## src/rtl/commit_trace_gen.sv

```systemverilog
// commit_trace_gen: classifies retiring instructions into trace events and queues them in a
// DEPTH-entry FIFO, sequencing RUN -> DRAIN -> DONE around HALT. Macro TRACE_CYCLE_STAMP_EN adds trc_cycle.
module commit_trace_gen #(
  parameter int DEPTH = 4
) (
  input  logic        clk,
  input  logic        rst_n,
  input  logic        wb_valid,
  input  logic [15:0] wb_pc,
  input  logic        wb_reg_write,
  input  logic [3:0]  wb_write_reg,
  input  logic [15:0] wb_write_data,
  input  logic        wb_mem_read,
  input  logic        wb_mem_write,
  input  logic [15:0] wb_mem_addr,
  input  logic [15:0] wb_mem_data,
  input  logic        wb_halt,
  input  logic        trc_ready,
  output logic        trc_valid,
  output logic [1:0]  trc_kind,
  output logic [15:0] trc_inum,
  output logic [15:0] trc_pc,
  output logic [3:0]  trc_reg,
  output logic [15:0] trc_value,
  output logic [15:0] trc_addr,
  output logic        trc_is_load,
  output logic        stall_req,
  output logic        overflow,
  output logic        done,
`ifdef TRACE_CYCLE_STAMP_EN
  output logic [31:0] trc_cycle,
`endif
  output logic [1:0]  dbgState
);

  localparam int PW = (DEPTH > 1) ? $clog2(DEPTH) : 1;
  localparam int CW = PW + 1;

  localparam logic [1:0] KIND_NOP   = 2'd0;
  localparam logic [1:0] KIND_REG   = 2'd1;
  localparam logic [1:0] KIND_STORE = 2'd2;
  localparam logic [1:0] KIND_HALT  = 2'd3;

  typedef enum logic [1:0] {
    RUN   = 2'd0,
    DRAIN = 2'd1,
    DONE  = 2'd2
  } stateT;

  typedef struct packed {
`ifdef TRACE_CYCLE_STAMP_EN
    logic [31:0] cycle;
`endif
    logic [1:0]  kind;
    logic [15:0] inum;
    logic [15:0] pc;
    logic [3:0]  rd;
    logic [15:0] value;
    logic [15:0] addr;
    logic        isLoad;
  } entryT;

  entryT         mem [DEPTH];
  entryT         newEntry;
  entryT         headEntry;
  logic [PW-1:0] wrPtr;
  logic [PW-1:0] rdPtr;
  logic [CW-1:0] count;
  logic [15:0]   inumCnt;
  stateT         state;
  stateT         stateNext;
  logic          full;
  logic          empty;
  logic          accepting;
  logic          push;
  logic          pop;
  logic          drop;

`ifdef TRACE_CYCLE_STAMP_EN
  logic [31:0] cycleCnt;

  always_ff @(posedge clk) begin
    if (!rst_n) cycleCnt <= '0;
    else        cycleCnt <= cycleCnt + 32'd1;
  end
`endif

  // Priority: register write beats HALT beats store; anything else is a NOP/branch.
  always_comb begin
    newEntry      = '0;
    newEntry.pc   = wb_pc;
    newEntry.inum = inumCnt;
`ifdef TRACE_CYCLE_STAMP_EN
    newEntry.cycle = cycleCnt;
`endif
    if (wb_reg_write) begin
      newEntry.kind   = KIND_REG;
      newEntry.rd     = wb_write_reg;
      newEntry.value  = wb_write_data;
      newEntry.isLoad = wb_mem_read;
      newEntry.addr   = wb_mem_read ? wb_mem_addr : 16'h0000;
    end else if (wb_halt) begin
      newEntry.kind = KIND_HALT;
    end else if (wb_mem_write) begin
      newEntry.kind  = KIND_STORE;
      newEntry.addr  = wb_mem_addr;
      newEntry.value = wb_mem_data;
    end else begin
      newEntry.kind = KIND_NOP;
    end
  end

  // Handshake: trc_valid means the head entry is present; it transfers on a rising edge
  // where trc_valid && trc_ready, and trc_* hold steady while trc_valid && !trc_ready.
  // A push into an empty FIFO is always stored, never bypassed to the outputs.
  assign full      = (count == CW'(DEPTH));
  assign empty     = (count == '0);
  assign pop       = !empty && trc_ready;
  assign accepting = wb_valid && (state == RUN);
  assign push      = accepting && (!full || pop);
  assign drop      = accepting && full && !pop;
  assign headEntry = empty ? entryT'('0) : mem[rdPtr];

  always_ff @(posedge clk) begin
    if (!rst_n) begin
      wrPtr    <= '0;
      rdPtr    <= '0;
      count    <= '0;
      inumCnt  <= '0;
      overflow <= 1'b0;
    end else begin
      if (push) begin
        wrPtr   <= wrPtr + PW'(1);
        inumCnt <= inumCnt + 16'd1;
      end
      if (pop) rdPtr <= rdPtr + PW'(1);
      if (push && !pop)      count <= count + CW'(1);
      else if (pop && !push) count <= count - CW'(1);
      if (drop) overflow <= 1'b1;
    end
  end

  always_ff @(posedge clk) begin
    if (push) mem[wrPtr] <= newEntry;
  end

  always_ff @(posedge clk) begin
    if (!rst_n) state <= RUN;
    else        state <= stateNext;
  end

  always_comb begin
    stateNext = state;
    case (state)
      RUN:     if (push && newEntry.kind == KIND_HALT) stateNext = DRAIN;
      DRAIN:   if (pop && headEntry.kind == KIND_HALT) stateNext = DONE;
      DONE:    stateNext = DONE;
      default: stateNext = RUN;
    endcase
  end

  assign trc_valid   = !empty;
  assign trc_kind    = headEntry.kind;
  assign trc_inum    = headEntry.inum;
  assign trc_pc      = headEntry.pc;
  assign trc_reg     = headEntry.rd;
  assign trc_value   = headEntry.value;
  assign trc_addr    = headEntry.addr;
  assign trc_is_load = headEntry.isLoad;
`ifdef TRACE_CYCLE_STAMP_EN
  assign trc_cycle   = headEntry.cycle;
`endif
  assign stall_req   = full;
  assign done        = (state == DONE);
  assign dbgState    = state;

endmodule

```

## config.mk

```make
export PLATFORM = sky130hd
export DESIGN_NAME = commit_trace_gen
export DESIGN_NICKNAME = d
export VERILOG_FILES = /design/src/rtl/commit_trace_gen.sv
export SDC_FILE = /design/constraint.sdc
export NUM_CORES = 1
export LEC_CHECK = 0
export BUFFER_PORTS_ARGS = -buffer_cell sky130_fd_sc_hd__buf_2
export CAP_MARGIN = 20
export CORE_ASPECT_RATIO = 1.5
export CORE_MARGIN = 2
export CORE_UTILIZATION = 50
export DETAILED_ROUTE_END_ITERATION = 10
export PLACE_DENSITY = 0.74
export REMOVE_ABC_BUFFERS = 1
export SYNTH_ARGS = -nofsm -noshare
export SYNTH_HDL_FRONTEND = slang
export SYNTH_SLANG_ARGS = --single-unit
```

## constraint.sdc

```tcl
create_clock -name clk -period 4.4 [get_ports clk]
set_input_delay 0.44 -clock clk [delete_from_list [all_inputs] [get_ports clk]]
set_output_delay 0.44 -clock clk [all_outputs]
set_load 0.02 [all_outputs]
```

Word level (Yosys, flattened, before mapping)
Memories as Yosys holds them, arrays and structs flattened. A register that Yosys moved wholly into a read port is not among the register bits.
Cells that the tools add are included.
{"block": "totals", "register_bits": 26, "ram_bits": 284, "in_bits": 76, "out_inout_bits": 77, "word_cells": 56, "n_memories": 1}
{"block": "classes", "n_addsub": 5, "eq_ne": 7, "n_mux": 19, "n_reduce_logical": 18}
{"name": "mem", "depth": 4, "width": 71, "read_ports": 1, "rd_clocked_by_memory_dff": 1, "wr": 1, "line_no": "63", "text": "entryT mem [DEPTH];"}
{"operator": "$mux W32", "count": 3}
{"operator": "$mux W71", "count": 1}
{"operator": "$add A16 B1 Y16 const B", "count": 1}
{"operator": "$mux W16", "count": 1}
{"operator": "$mux W2", "count": 7}
{"operator": "$logic_and A1 B1 Y1", "count": 9}
{"operator": "$eq A2 B2 Y1 const B", "count": 3}
{"operator": "$mux W3", "count": 2}
{"operator": "$pmux W2 S3", "count": 1}
{"operator": "$add A2 B1 Y2 const B", "count": 2}
{"operator": "$logic_not A1 Y1", "count": 4}
{"operator": "$mux W4", "count": 1}
{"operator": "$add A3 B1 Y3 const B", "count": 1}
{"operator": "$eq A3 B3 Y1 const B", "count": 1}
{"operator": "$logic_not A3 Y1", "count": 1}
{"operator": "$mux W1", "count": 3}
{"operator": "$sub A3 B1 Y3 const B", "count": 1}
{"operator": "$eq A2 B1 Y1 const B", "count": 1}
{"operator": "$logic_not A2 Y1", "count": 1}
{"operator": "$ne A2 B1 Y1 const B", "count": 1}
{"operator": "$ne A2 B2 Y1 const B", "count": 1}
{"operator": "$reduce_and A2 Y1", "count": 1}
{"operator": "$reduce_bool A2 Y1", "count": 1}
{"operator": "$logic_or A1 B1 Y1", "count": 1}

Longest topological paths before layout
Gate-level depths: netlist (run 1).
{"block": "logic_depth", "ltp_word": 9, "ltp_mapped": 11, "mapped_depth_nobuf": 10}

Least setup slack after synthesis (run 1)
No wires, ideal clock.
{"block": "synth_timing", "kind": "register to register", "from": "register state[0] (netlist: dbgState[0])", "to": "memory mem[0][0] (netlist name), enable pin", "setup_ns": 0.437, "arrival_time_ns": 2.984, "required_time_ns": 3.963, "path_slack_ns": 0.979, "stages_incl_launch_ff": 7, "path_buffers": 1, "path_cell_list": "dfxtp_1 > inv_1 > ha_1 > nand2_1 > buf_2 > nor2_1 > and2_1"}
{"block": "synth_between", "elab_chain_cells": 5}
{"element": "start, declared", "line_no": "70", "text": "stateT state;"}
{"element": "start signal, assigned", "line_no": "149", "text": "else state <= stateNext;"}
{"element": "$logic_not A2 Y1", "line_no": "119", "text": "assign accepting = wb_valid && (state == RUN);"}
{"element": "$logic_and A1 B1 Y1", "line_no": "119"}
{"element": "$logic_and A1 B1 Y1", "line_no": "120", "text": "assign push = accepting && (!full || pop);"}
{"element": "net push", "line_no": "75", "text": "logic push;"}
{"element": "$mux W1", "line_no": "144", "text": "if (push) mem[wrPtr] <= newEntry;"}
{"element": "$mux W1 (not written as such)", "line_no": "144"}
{"element": "end, declared", "line_no": "63"}
The timed path passes the listed nets, and every way through them passes these cells.

==> run metrics, run 1 <==
status=completed; H-tree Lvls=1; Pre-Repair DR Iteration Count=4; die area=0.02608 mm^2; met3 wire length=1238 um; max_cap viols=0; CTS Sinks=312; #FFs+latches synth=312; Final ANT Viol Nets=0; fin. max-slew vios=0; area grow syn2layout=16.48%; startpoint types=register; Post-route DRC=0; CP Class=reg2out; final period utilization=72.84%; Final Hold Fails=0; Synthesis Warnings=0; nets=905; wl on met1=9255 um; routed wl met2=13110 um; clock skew=0.01453 ns; height of the die=196.8 um; Hold Buf Count CTS=0; final core occ=59.27%; DR top layer=met4; worst hold start=wb_pc[4]; synthesized area=0.01239 mm^2; Worst Hold Class=in2reg; sequential share of the synthesized area=73.36%; Worst Setup End Kind=output port; Max clock buf depth=3; commonest non-fill, non-tap cells in the layout=edfxtp_1 (284), buf_2 (152), and2_1 (92), mux4_2 (71), clkbuf_16 (27); vias in the first global route=6505; CTS buffer count=27; Main synth FF type=edfxtp_1; vias per inst=5.484; Pwr Density=621.4 mW/mm^2; critical path data required time=3.96 ns; first-pass GRT wire length=36430 um; Async SR Flop Fraction=0%; cell count after synthesis=658; wire per inst=20.79 um; Setup Slack @ Placement=1.542 ns; final worst setup slack=1.195 ns; synthesized area per cell=18.83 um^2; largest net degree at the start of global routing=58; CTS tree=done; IO buf count=152; Post-synth EDFFs=284; Max FO, Critical Path=44; drt total wl=24160 um; leading cell type in the layout, fill and taps excluded=edfxtp_1; initial core utilization=50.88%; Die Wd=132.5 um; Site Rows=70; critical path arrival=2.76 ns; reg-to-reg startpoint=dbgState[0]; HPWL after DPL=15050 um; Antenna Diode Count=0; RSZ-0062 raised after global routing=no; post-cts sizing count=0; Root Driver=clkbuf_16; CORE AREA=0.02435 mm^2; number of distinct library cells after synthesis=34; clk_lat worst skew=0.52 ns; setup TNS after final layout=0 ns; Power, Total=8.967 mW; Slew HR=43.25%; initial antenna violation count=0; Post-CTS Setup Inserts=0; via count=6372; Total GRT Usage=18.34%; Worst-path clk slew=0.07 ns; gr ovfl total=0; GP Congestion=0.7821; fmax=312.0 MHz; Leak Pwr=5.004 nW; worst vdd ir=385.1 uV; final setup fails=0; ratio of cells with drive above 1 in the final layout=33.77%; Initial DRC Count=440; crit path time final=3.205 ns; Tightest Pin Transition=0.8512 ns; num ports=153
power breakdown:
| part | leakage [nW] | total [mW] | internal (mW) | switching [mW] |
|---|---|---|---|---|
| combinational | 1.72 | 2.63 | 1.15 | 1.49 |
| clock | 0.423 | 2.33 | 1.34 | 0.991 |
| sequential | 2.86 | 4.00 | 3.74 | 0.258 |
flip-flops by register name, summed over array words and instances, names as in the netlist, named ones only:
| name | cells |
|---|---|
| count | 3 |
| wrPtr | 2 |
| overflow | 1 |
| rdPtr | 2 |
| mem | 284 |
| dbgState | 2 |
| inumCnt | 16 |
kinds of logic (layout without fill, tap and decap cells):
family / count (synthesis) / count (layout) / synth area share [%]
muxes: 74 / 74 / 13.15
buffers and inverters: 43 / 223 / 1.384
AOI/OAI and AO/OA: 41 / 41 / 2.292
DFF: 312 / 312 / 73.36
xor gates and xnor gates: 13 / 13 / 0.9190
and+or+nand+nor: 164 / 164 / 7.726
adders and majority gates: 11 / 11 / 1.171
layer usage:
metal / global-route usage, % / up-vias
met4: 5.376 / 0
li1: - / 2913
met1: 23.38 / 3246
met2: 32.91 / 180
met5: 0 / -
met3: 2.495 / 33
critical path, stage by stage (launching register included):
cell	delay (ns)
dfxtp_4	0.90
buf_4	0.42
mux4_2	0.54
and2_1	0.20
buf_2	0.17
through the flow:
step	hold WS, ns	std cells	area, um^2
CTS	0.1174	1162	14430
detailed placement	0.4730	1113	13560
global placement	0.4689	1113	13560
global route	0.1215	1162	14430
finish	0.1325	1162	14430
floorplan	0.4740	624	12250
area by class of cell:
class | count | area [um^2]
Tap cell | 324 | 405.4
Inverter | 9 | 33.78
Clock buffer | 37 | 733.2
Fill cell | 1854 | 9917
Sequential cell | 312 | 9096
Timing Repair Buffer | 165 | 883.3
Clock inverter | 12 | 136.4
Multi-Input combinational cell | 303 | 3143
worst paths after layout:
path                  to  slack (ns)  cells past startpoint
max          trc_inum[6]        1.20                      4
min           mem[1][41]        0.13                      1
max reg2reg     count[2]        1.54                     10
min reg2reg  dbgState[0]        0.50                      2
Yosys cell counts, types with 7 or more instances:
cell type | count | share of area [%]
and2_1 | 96 | 4.8
a22o_1 | 16 | 1.1
edfxtp_1 | 284 | 69
o21ai_0 | 7 | 0.28
clkbuf_1 | 25 | 0.76
ha_1 | 10 | 1.0
mux4_2 | 71 | 13
or3_1 | 8 | 0.40
a21oi_1 | 11 | 0.44
nor2_1 | 19 | 0.58
nand2_1 | 12 | 0.36
nand3_1 | 8 | 0.32
inv_1 | 8 | 0.24
xnor2_1 | 8 | 0.57
dfxtp_1 | 28 | 4.5
buf_2 | 8 | 0.32
Power figures use the tool's default switching activity.
==> run 2: changes to the inputs <==
--- a/config.mk
+++ b/config.mk
@@ -11,7 +11,7 @@
 export CORE_MARGIN = 2
 export CORE_UTILIZATION = 50
 export DETAILED_ROUTE_END_ITERATION = 10
-export PLACE_DENSITY = 0.74
+export PLACE_DENSITY = 0.77
 export REMOVE_ABC_BUFFERS = 1
 export SYNTH_ARGS = -nofsm -noshare
 export SYNTH_HDL_FRONTEND = slang
==> constraint.sdc (replaced) <==
create_clock -name clk -period 2.8 [get_ports clk]
set_input_delay 0.28 -clock clk [delete_from_list [all_inputs] [get_ports clk]]
set_output_delay 0.28 -clock clk [all_outputs]
set_load 0.02 [all_outputs]
==> run 2 against run 1 <==
Against the previous run:
- design area grew 2.2%
- routed wire length fell by 1.4%
- non-clock buffer count grew 16
- critical path type unchanged
- total power grew 62%
- largest power group unchanged
- flip-flop and latch count did not move
==> run metrics, run 2 (synthesized netlist as in run 1, its figures left out) <==
GP Congestion=0.7794 (-0.35%); first-pass GRT wire length=35820 um (-1.7%); clock skew=0.01156 ns (-0.002968 ns); status=completed; clk_lat worst skew=0.53 ns (about the same); height of the die=196.8 um (unchanged); HPWL after DPL=14400 um (-4.3%); Worst Setup End Kind=output port; vias per inst=5.430 (-0.99%); DP Area=0.01358 mm^2 (+0.16%); Post-route DRC=0 (unchanged); CP Class=reg2out; commonest non-fill, non-tap cells in the layout=edfxtp_1 (284), buf_2 (152), and2_1 (92), mux4_2 (71), clkbuf_16 (30); max_cap viols=0 (unchanged); Pwr Density=982.7 mW/mm^2 (+58%); num ports=153 (unchanged); RSZ-0062 raised after global routing=no; Die Wd=132.5 um (unchanged); most flop-heavy register=mem; Power, Total=14.50 mW (+62%); vias in the first global route=6364 (-2.2%); largest net degree at the start of global routing=72 (+24%); initial core utilization=50.88% (unchanged); critical path arrival=2.31 ns (-0.45 ns); Final ANT Viol Nets=0 (unchanged); Fill cells=1771 (-4.5%); Antenna Diode Count=0 (unchanged); Worst-path clk slew=0.06 ns (about the same); Final Hold Fails=0 (unchanged); Min Hold Slack=0.04453 ns (-0.08796 ns); crit path cell chain=or3_2 > buf_12 > and2_1 > buf_2; post-cts sizing count=0 (unchanged); Buf/Inv on CP=2 (unchanged); H-tree Lvls=1 (unchanged); CTS Sinks=312 (unchanged); Leak Pwr=5.146 nW (+2.8%); final period utilization=92.58%; fmax=385.8 MHz; max incr delay on CP=0.73 ns (-0.17 ns); Initial DRC Count=460 (+4.5%); initial antenna violation count=0 (unchanged); Slew HR=27.53% (-16 points); wire per inst=20.23 um (-2.7%); Max FO, Critical Path=48 (+9.1%); worst vdd ir=681.0 uV (+77%); final setup fails=0 (unchanged); gr ovfl total=0 (unchanged); final instance area=0.01475 mm^2 (+2.2%); Largest register FFs=284 (unchanged); Total GRT Usage=17.95% (-0.39 points); area grow syn2layout=19.07%; die area=0.02608 mm^2 (unchanged); via count=6396 (+0.38%); startpoint types=register; Site Rows=70 (unchanged); CORE AREA=0.02435 mm^2 (unchanged); Pre-Repair DR Iteration Count=5 (+1); fin. max-slew vios=0 (unchanged); nets=921 (+1.8%); CTS buffer count=27 (unchanged); IO buf count=152 (unchanged); crit-path leading delay family=simple AND/OR/NAND/NOR gates; Worst Hold Class=in2reg; top flop regs=mem (284), inumCnt (16), count (3); CTS tree=done; Tightest Pin Transition=1.087 ns (+0.2358 ns); slowest stage cell, crit path=or3_2; critical path data required time=2.52 ns (-1.44 ns); leading cell type in the layout, fill and taps excluded=edfxtp_1; crit path time final=2.592 ns; ratio of cells with drive above 1 in the final layout=34.31% (+0.54 points); Max clock buf depth=3 (unchanged); drt total wl=23830 um (-1.4%); Root Driver=clkbuf_16
==> run 2: path summary, 6_finish.rpt <==
check / startpoint / end / slack (ns) / cells after the start
hold reg to reg: overflow / overflow / 0.49 / 2
setup / recovery: count[0] / trc_addr[12] / 0.21 / 4
setup reg to reg: count[0] / mem[0][4] / 0.43 / 5
hold / removal: rst_n / dbgState[1] / 0.04 / 3
==> run 2: layer usage <==
| layer | track usage, % | wire length, um | vias up |
|---|---|---|---|
| met1 | 23.52 | 9759 | 3275 |
| met4 | 5.376 | 510 | 0 |
| met3 | 2.032 | 911 | 31 |
| met5 | 0 | 0 | - |
| li1 | - | - | 2950 |
| met2 | 31.78 | 12650 | 140 |
==> run 2: metrics by stage <==
step / instances / setup TNS, ns / worst slack [ns] / utilization, %
after global routing: 1178 / 0 / 0.07688 / 60.59
after CTS: 1177 / 0 / 0.1334 / 60.47
final: 1178 / 0 / 0.2079 / 60.59
after floorplan: 624 / -275.00 / -1.417 / -
after global placement: 1112 / 0 / 0.4108 / 55.79
after detailed placement: 1112 / 0 / 0.3995 / 55.79
==> run 2: report_power, final <==
| part | internal (mW) | total (mW) | switching [mW] |
|---|---|---|---|
| Sequential | 5.89 | 6.18 | 0.290 |
| Combinational | 1.86 | 4.34 | 2.47 |
| Clock | 2.38 | 3.98 | 1.59 |
| Total | 10.1 | 14.5 | 4.36 |
==> run 2: what timing repair did <==
action | CTS | global route
endpoints found under the hold margin | 64 | 0
setup buffers | 0 | 0
hold buffers | 16 | 0
==> run 2: area by class of cell <==
| class | instances | area, um^2 | share of cell area [%] |
|---|---|---|---|
| Tap cell | 324 | 405.4 | 2.748 |
| Timing Repair Buffer | 181 | 1089 | 7.379 |
| Inverter | 9 | 33.78 | 0.2290 |
| Sequential cell | 312 | 9096 | 61.66 |
| Clock buffer | 39 | 844.6 | 5.725 |
| Multi-Input combinational cell | 303 | 3147 | 21.33 |
| Clock inverter | 10 | 136.4 | 0.9245 |
==> run 2: worst min-delay path: stages <==
cell	delay, ns
buf_2	0.13
nand2_1	0.05
mux2i_1	0.05
==> run 3: changes to the inputs <==
--- a/config.mk
+++ b/config.mk
@@ -10,6 +10,7 @@
 export CORE_ASPECT_RATIO = 1.5
 export CORE_MARGIN = 2
 export CORE_UTILIZATION = 50
+export CTS_CLUSTER_SIZE = 12
 export DETAILED_ROUTE_END_ITERATION = 10
 export PLACE_DENSITY = 0.77
 export REMOVE_ABC_BUFFERS = 1
==> constraint.sdc (replaced) <==
create_clock -name clk -period 2.8 [get_ports clk]
set_input_delay 0.28 -clock clk [delete_from_list [all_inputs] [get_ports clk]]
set_output_delay 0.28 -clock clk [all_outputs]
set_load 0.005 [all_outputs]
==> run 3 against run 2 <==
Against the previous run:
- flip-flop and latch count stayed put
- global-route usage increased by 0.18 points
- hold slack worse by 0.018 ns
- routed wire length up 0.92%
- via count rose by 1.0%
- critical endpoint is now trc_value[2]
==> run metrics, run 3 (synthesized netlist as in run 1, its figures left out) <==
status=completed; most flop-heavy register=mem; Total GRT Usage=18.13% (+0.18 points); critical path arrival=2.33 ns (+0.02 ns); Worst Setup End Kind=output port; wire per inst=20.29 um (+0.32%); nets=924 (+0.33%); Power, Total=13.48 mW (-7.0%); Worst Hold Class=in2reg; final non-filler cell total=1185 (+0.59%); commonest non-fill, non-tap cells in the layout=edfxtp_1 (284), buf_2 (152), and2_1 (92), mux4_2 (71), clkbuf_16 (31); setup TNS after final layout=0 ns (unchanged); Pwr Density=919.9 mW/mm^2 (-6.4%); fmax=383.2 MHz (-0.68%); Slew HR=26.49% (-1.0 points); max_cap viols=0 (unchanged); leading cell type in the layout, fill and taps excluded=edfxtp_1; final worst setup slack=0.1901 ns (-0.01778 ns); ratio of cells with drive above 1 in the final layout=32.40% (-1.9 points); largest net degree at the start of global routing=72 (unchanged); die area=0.02608 mm^2 (unchanged); final period utilization=93.21% (+0.63 points); initial antenna violation count=1 (+1); RSZ-0062 raised after global routing=no; startpoint types=register; clock skew=0.01989 ns (+0.008331 ns); first-pass GRT wire length=36020 um (+0.58%); Root Driver=clkbuf_16; Post-route DRC=0 (unchanged); Antenna Diode Count=0 (unchanged); CTS Sinks=312 (unchanged); area grow syn2layout=18.31%; Hold Crit Depth=3 (unchanged); via count=6460 (+1.0%); num ports=153 (unchanged); Final ANT Viol Nets=0 (unchanged); H-tree Lvls=1 (unchanged); Worst-path clk slew=0.06 ns (about the same); CTS tree=done; Final Hold Fails=0 (unchanged); Leak Pwr=5.080 nW (-1.3%); vias in the first global route=6527 (+2.6%); Max clock buf depth=3 (unchanged); Largest register FFs=284 (unchanged); worst vdd ir=605.2 uV (-11%); drt total wl=24050 um (+0.92%); top flop regs=mem (284), inumCnt (16), count (3); Die Wd=132.5 um (unchanged); CORE AREA=0.02435 mm^2 (unchanged); Pre-Repair DR Iteration Count=5 (unchanged); max incr delay on CP=0.74 ns (about the same); worst r2r path cells=5 (unchanged); IO buf count=152 (unchanged); HPWL after DPL=14660 um (+1.8%); height of the die=196.8 um (unchanged); Setup Slack @ Placement=0.3833 ns (-0.01611 ns); vias per inst=5.451 (+0.40%); Initial DRC Count=485 (+5.4%); slowest stage cell, crit path=or3_2; Post-Place Cells=1112 (unchanged); crit path time final=2.610 ns (+0.01778 ns); clk_lat worst skew=0.55 ns (+0.02 ns); Site Rows=70 (unchanged); gr ovfl total=0 (unchanged); Post-CTS Setup Inserts=0 (unchanged); initial core utilization=50.88% (unchanged); critical path data required time=2.52 ns (about the same); CP Class=reg2out; Max FO, Critical Path=48 (unchanged); crit path cell chain=or3_2 > buf_12 > and2_1 > buf_2; Min Hold Slack=0.02643 ns (-0.01810 ns); GP Congestion=0.7660 (-1.7%); Tightest Pin Transition=1.103 ns (+0.01557 ns); fin. max-slew vios=0 (unchanged); CTS buffer count=30 (+11%); final setup fails=0 (unchanged)
[run 3: cell types whose count changed in the layout (fill, tap and decap cells not counted)]
cell,change
buf_12,+1
buf_4,-1
bufinv_16,-3
clkbuf_1,+20
clkbuf_16,+1
clkbuf_8,-6
clkinv_1,+1
clkinv_2,-3
clkinv_4,-1
clkinvlp_4,-1
inv_4,-1
[run 3: final cells by class]
cell class | count | area (um^2)
Clock inverter | 2 | 12.51
Timing Repair Buffer | 181 | 1101
Inverter | 9 | 33.78
Fill cell | 1812 | 9691
Multi-Input combinational cell | 303 | 3147
Sequential cell | 312 | 9096
Clock buffer | 54 | 862.1
Tap cell | 324 | 405.4
[run 3: report_power, final]
| group | switching [mW] | leakage, nW | internal, mW |
|---|---|---|---|
| Combinational | 1.79 | 1.80 | 1.87 |
| Sequential | 0.302 | 2.86 | 5.90 |
| Clock | 1.56 | 0.415 | 2.06 |
| Total | 3.65 | 5.08 | 9.83 |
[run 3: repair_timing]
action | in CTS | in global routing
gates resized for setup | 0 | 0
endpoints found under the hold margin | 64 | 0
endpoints found under the setup margin | 0 | 0
hold buffers | 16 | 0
[run 3: final timing paths]
kind             endpoint  slack [ns]         from
max reg2reg    mem[0][60]        0.39     count[0]
min reg2reg   dbgState[1]        0.50  dbgState[1]
min           dbgState[1]        0.03        rst_n
max          trc_value[2]        0.19     count[0]
[run 3: layer usage]
layer  up-vias  track usage [%]  wire, um
met5         -                0        13
met4         2            7.806       860
met3        44            2.469      1171
met2       179            33.03     13060
met1      3277            21.52      8937
li1       2958                -         -
[run 3: metrics by stage]
step / utilization, % / area, um^2
after detailed placement: 55.84 / 13600
after global placement: 55.84 / 13600
after CTS: 60.09 / 14630
final: 60.20 / 14660
after global routing: 60.20 / 14660
after floorplan: - / 12250
[run 3: worst max-delay path: cells and delay by family, from the launching register on]
family,cells,cell delay [ns]
buffers and inverters,2,0.43
and+or+nand+nor,2,0.95
DFF,1,0.38
